--- config.mk ---
export PLATFORM = sky130hd
export DESIGN_NAME = fwd_hazard_unit
export DESIGN_NICKNAME = d
export VERILOG_FILES = /design/src/rtl/fwd_hazard_unit.sv
export SDC_FILE = /design/constraint.sdc
export NUM_CORES = 1
export LEC_CHECK = 0
export BUFFER_PORTS_ARGS = -buffer_cell sky130_fd_sc_hd__buf_4
export CAP_MARGIN = 5
export CORE_MARGIN = 2
export CORE_UTILIZATION = 51
export CTS_CLUSTER_DIAMETER = 200
export DETAILED_ROUTE_END_ITERATION = 8
export GPL_ROUTABILITY_DRIVEN = 0
export PLACE_DENSITY = 0.81
export SETUP_SLACK_MARGIN = 0.5
export SYNTH_ARGS = -nofsm -noshare
export SYNTH_HDL_FRONTEND = slang
export SYNTH_SLANG_ARGS = --single-unit
--- constraint.sdc ---
create_clock -name clk -period 3.4 [get_ports clk]
set_clock_uncertainty 0.15 [all_clocks]
set_input_delay 0.68 -clock clk [delete_from_list [all_inputs] [get_ports clk]]
set_output_delay 0.68 -clock clk [all_outputs]
set_load 0.01 [all_outputs]
--- src/rtl/fwd_hazard_unit.sv ---
// Forwarding / hazard unit: per-source EX forwarding and ID bypass selection,
// load-use and multi-cycle hazard stalls, MD scoreboard and stall-cycle counter.

module fwd_hazard_src #(
  parameter int REG_AW = 5
) (
  input  logic [REG_AW-1:0] i_id_rs,
  input  logic              i_id_used,
  input  logic [REG_AW-1:0] i_ex_rs,
  input  logic [REG_AW-1:0] i_ex_rd,
  input  logic [REG_AW-1:0] i_mem_rd,
  input  logic              i_mem_we,
  input  logic [REG_AW-1:0] i_wb_rd,
  input  logic              i_wb_we,
  input  logic [REG_AW-1:0] i_md_rd,
  input  logic              i_md_fire,
  output logic [1:0]        o_fwd_sel,
  output logic [1:0]        o_id_bypass,
  output logic              o_hit_ex,
  output logic              o_hit_md
);
  // x0 is hardwired zero, so it never produces a dependency
  function automatic logic match(input logic [REG_AW-1:0] a, input logic [REG_AW-1:0] b);
    return (a != '0) && (a == b);
  endfunction

  always_comb begin
    o_fwd_sel = 2'b00;
    if (i_mem_we && match(i_ex_rs, i_mem_rd))       o_fwd_sel = 2'b10;
    else if (i_md_fire && match(i_ex_rs, i_md_rd))  o_fwd_sel = 2'b11;
    else if (i_wb_we && match(i_ex_rs, i_wb_rd))    o_fwd_sel = 2'b01;

    o_id_bypass = 2'b00;
    if (i_id_used) begin
      if (i_md_fire && match(i_id_rs, i_md_rd))     o_id_bypass = 2'b10;
      else if (i_wb_we && match(i_id_rs, i_wb_rd))  o_id_bypass = 2'b01;
    end

    o_hit_ex = i_id_used && match(i_id_rs, i_ex_rd);
    o_hit_md = i_id_used && match(i_id_rs, i_md_rd);
  end
endmodule

module fwd_hazard_unit #(
  parameter int REG_AW     = 5,
  parameter int NUM_SRC    = 2,
  parameter int MD_LATENCY = 4,
  parameter int CNT_W      = 16
) (
  input  logic                      clk,
  input  logic                      reset_n,
  input  logic [NUM_SRC*REG_AW-1:0] id_rs_num,
  input  logic [NUM_SRC-1:0]        id_rs_used,
  input  logic                      id_md_start,
  input  logic [NUM_SRC*REG_AW-1:0] ex_rs_num,
  input  logic [REG_AW-1:0]         ex_rd,
  input  logic [REG_AW-1:0]         mem_rd,
  input  logic [REG_AW-1:0]         wb_rd,
  input  logic                      ex_reg_write,
  input  logic                      mem_reg_write,
  input  logic                      wb_reg_write,
  input  logic                      ex_mem_read,
  input  logic                      ex_md_start,
  input  logic                      flush,
  input  logic                      stall_cnt_clr,
  output logic [NUM_SRC*2-1:0]      fwd_sel,
  output logic [NUM_SRC*2-1:0]      id_bypass,
  output logic                      stall,
  output logic                      md_busy,
  output logic [REG_AW-1:0]         md_rd,
  output logic                      md_wb_fire,
  output logic [CNT_W-1:0]          stall_cnt
);
  typedef enum logic {S_IDLE = 1'b0, S_BUSY = 1'b1} md_state_e;

  md_state_e          r_state;
  logic [3:0]         r_cnt;
  logic [REG_AW-1:0]  r_md_rd;
  logic [CNT_W-1:0]   r_stall_cnt;

  logic [NUM_SRC-1:0] w_hit_ex;
  logic [NUM_SRC-1:0] w_hit_md;
  logic               w_md_fire;
  logic               w_md_pending;
  logic               w_stall;

  assign w_md_fire    = (r_state == S_BUSY) && (r_cnt == 4'd0);
  assign w_md_pending = (r_state == S_BUSY) && !w_md_fire;

  genvar g;
  generate
    for (g = 0; g < NUM_SRC; g++) begin : g_src
      fwd_hazard_src #(.REG_AW(REG_AW)) u_src (
        .i_id_rs     (id_rs_num[g*REG_AW +: REG_AW]),
        .i_id_used   (id_rs_used[g]),
        .i_ex_rs     (ex_rs_num[g*REG_AW +: REG_AW]),
        .i_ex_rd     (ex_rd),
        .i_mem_rd    (mem_rd),
        .i_mem_we    (mem_reg_write),
        .i_wb_rd     (wb_rd),
        .i_wb_we     (wb_reg_write),
        .i_md_rd     (r_md_rd),
        .i_md_fire   (w_md_fire),
        .o_fwd_sel   (fwd_sel[g*2 +: 2]),
        .o_id_bypass (id_bypass[g*2 +: 2]),
        .o_hit_ex    (w_hit_ex[g]),
        .o_hit_md    (w_hit_md[g])
      );
    end
  endgenerate

  // A dependent instruction may proceed in the completion cycle via the MD bypass
  assign w_stall = !flush && (
      (ex_mem_read && ex_reg_write && |w_hit_ex) ||
      (w_md_pending && |w_hit_md) ||
      (ex_md_start && |w_hit_ex) ||
      (id_md_start && (ex_md_start || w_md_pending)));

  // Flush does not cancel an outstanding op: it is older than anything flushed
  always_ff @(posedge clk or negedge reset_n) begin
    if (!reset_n) begin
      r_state <= S_IDLE;
      r_cnt   <= 4'd0;
      r_md_rd <= '0;
    end else begin
      case (r_state)
        S_IDLE: if (ex_md_start && !flush) begin
          r_state <= S_BUSY;
          r_md_rd <= ex_rd;
          r_cnt   <= 4'(MD_LATENCY - 1);
        end
        S_BUSY: if (r_cnt == 4'd0) r_state <= S_IDLE;
                else               r_cnt   <= r_cnt - 4'd1;
        default: r_state <= S_IDLE;
      endcase
    end
  end

  always_ff @(posedge clk or negedge reset_n) begin
    if (!reset_n)                   r_stall_cnt <= '0;
    else if (stall_cnt_clr)         r_stall_cnt <= '0;
    else if (w_stall && !(&r_stall_cnt)) r_stall_cnt <= r_stall_cnt + 1'b1;
  end

  assign stall      = w_stall;
  assign md_busy    = (r_state == S_BUSY);
  assign md_rd      = r_md_rd;
  assign md_wb_fire = w_md_fire;
  assign stall_cnt  = r_stall_cnt;
endmodule

==> run metrics <==
status=complete, no violations; total CTS buffers=3; Avg Cell Area, Syn=9.07 sq um; combinational share of power=43.3%; # rows=24; DR vias/cell=5.70; first-pass GRT wire length=9910 um; total die area=4940 sq um; Clock Pin Slew Worst Setup and Hold Paths=0.10 ns; Slew HR=57.9%; Finished Cell Area=3100 sq um; root buffer cell=clkbuf_8; Longest Clk Path Bufs=2; Detailed Route Iter0 Violations=156; number of routed nets with antenna violations=0; CP startpoint kind=input pin; H-tree levels=1; Hold WC Path Type=input pin to asynchronous set/reset pin; initial core utilization=52.2%; post-synthesis cell type count=45; DR vias=2184; r2r worst-path depth=8; ys async rst share=100%; DRC=0; Syn Nets=296; NetSw=0.501 mW; Post-Place Cells=370; #FFs+latches synth=26; number of I/O pins=79; GRT overflow=0; Worst Setup End Kind=output port; Die Span Y=70.3 um; share of cells above drive strength 1=39.6%; # fillers=324; clk_lat worst skew=0.28 ns; area growth from synthesis to layout=38.2%; total wire length=6270 um; vias in the first global route=2146; Final period util=86.6%; Syn Inst Count=247; R2R Path Start=stall_cnt[3]; pin count of the biggest net entering global routing=27; Max FO, Critical Path=4; antenna violations before repair=0; Final min period=2.94 ns; DIE WIDTH=70.3 um; Final Hold Viols=0; CTS tree=yes; crit path DAT=2.11 ns; utilization after layout=72.1%; Worst VDD drop=0.356 mV; worst setup margin=0.456 ns; Synth Cell Area=2240 sq um; clock share of power=19.4%; mean routed wirelength per cell=16.4 um; most common flop cell mapped by yosys=dfrtp_1; CP Data Required Time=2.57 ns; Hold Slack=0.144 ns; worst slew pin tran=0.627 ns; Overall Global Routing Usage=24.5%; # diodes=0; overall power=1.33 mW; Seq/Total Area, Yosys=29.0%; area post-placement=2870 sq um; Reg-to-Reg End=stall_cnt[10]; Post-synth EDFFs=0; core area=4290 sq um; P_leak=1.36 nW; most frequent cells in the layout=84 x buf_4, 40 x xnor2_1, 27 x xor2_1; RSZ-0062 raised after global routing=yes; clk sinks=26; Post-Place Setup Slack=0.328 ns; maximum clock rate=0.340 GHz; reg2reg setup slack=0.70 ns; CTS Hold Bufs=0; Seq pwr share=37.3%; max-cap violation count=0; DP HPWL=4730 um; critical path type=input pin to output port; Reg area=651 sq um; # nets final=381; IO Port Bufs=78; total negative slack=0 ns; sw frac=37.5%; pwr dens=431 nW/um^2; area of the multi-input gates=1610 sq um; warnings from Yosys=0; non-filler instance count after layout=383; internal power=0.834 mW; final setup fails=0; commonest non-fill, non-tap cell in the layout=buf_4; DRT Pass-1 Iters=4; Max Slew Vio Count=0
==> flip-flops by register name (all words and copies together) (netlist names) <==
register / count
md_rd: 5
r_cnt: 4
stall_cnt: 16
md_busy: 1
==> cell families after synthesis <==
| kind of cell | Yosys count | share of synthesized area (%) |
|---|---|---|
| AOI/OAI and AO/OA | 28 | 10.4 |
| buffers and inverters | 13 | 2.18 |
| and+or+nand+nor | 101 | 25.9 |
| muxes | 10 | 5.19 |
| adders and majority gates | 2 | 1.12 |
| DFF | 26 | 29.0 |
| xor gates and xnor gates | 67 | 26.2 |
==> final cells by class <==
cell class | count | share of cell area [%]
Tap cell | 52 | 2.10
Sequential cell | 26 | 21.0
Timing Repair Buffer | 88 | 22.1
Multi-Input combinational cell | 208 | 51.9
Inverter | 5 | 0.606
Clock buffer | 3 | 1.33
Clock inverter | 1 | 0.969
==> cells in the mapped netlist, types with 3 or more instances <==
| library cell | number | share of area (%) |
|---|---|---|
| inv_1 | 5 | 0.84 |
| xnor2_1 | 40 | 16 |
| nand3_1 | 11 | 2.5 |
| nand2b_1 | 4 | 1.1 |
| xor2_1 | 27 | 11 |
| and2_1 | 3 | 0.84 |
| nand2_1 | 10 | 1.7 |
| clkbuf_1 | 6 | 1.0 |
| nor4_1 | 9 | 2.5 |
| or4_1 | 3 | 1.0 |
| nor2b_1 | 6 | 1.7 |
| a31o_2 | 4 | 1.6 |
| a21oi_1 | 10 | 2.2 |
| nand4_1 | 10 | 2.8 |
| mux2_2 | 9 | 4.5 |
| nor2_1 | 24 | 4.0 |
| dfrtp_1 | 26 | 29 |
| and3_1 | 3 | 0.84 |
| nor3_1 | 4 | 0.89 |
==> how the worst max path moves through the flow <==
stage,slack [ns],startpoint,end
6_report,0.46,id_rs_num[0],stall
5_1_grt,0.40,id_rs_num[9],stall
4_1_cts,0.42,id_rs_num[9],id_bypass[2]
3_5_place_dp,0.33,id_rs_num[6],stall_cnt[10]
3_3_place_gp,0.39,id_rs_num[6],stall_cnt[12]
2_1_floorplan,0.55,id_rs_num[6],id_bypass[2]
==> metal layers <==
layer	vias to the layer above	global-route usage [%]	routed length, um
li1	1032	-	-
met2	92	42.7	3180
met5	-	0	0
met3	6	4.18	438
met1	1054	31.9	2610
met4	0	4.91	46
==> worst max-delay path, stage by stage <==
cell	delay, ns
buf_4	0.13
or4_4	0.55
o21ai_4	0.19
nor4_2	0.09
o31ai_2	0.22
a21oi_1	0.11
buf_4	0.15
==> power groups by stage <==
stage | sequential, mW | combinational, mW | clock, mW
after floorplan | 0.435 | 0.374 | 0
after global routing | 0.503 | 0.626 | 0.270
after CTS | 0.488 | 0.558 | 0.257
after detailed placement | 0.491 | 0.540 | 0
final | 0.498 | 0.578 | 0.259
after global placement | 0.491 | 0.518 | 0
==> what timing repair did <==
item                                    in CTS  in global routing
endpoints found under the hold margin        0                  0
endpoints found under the setup margin       3                 12
setup buffers                                4                  5
pin swaps                                    6                  8
gates resized for setup                     11                  9
cloned                                       0                  0
No activity file was read; power rests on OpenSTA's default activity.
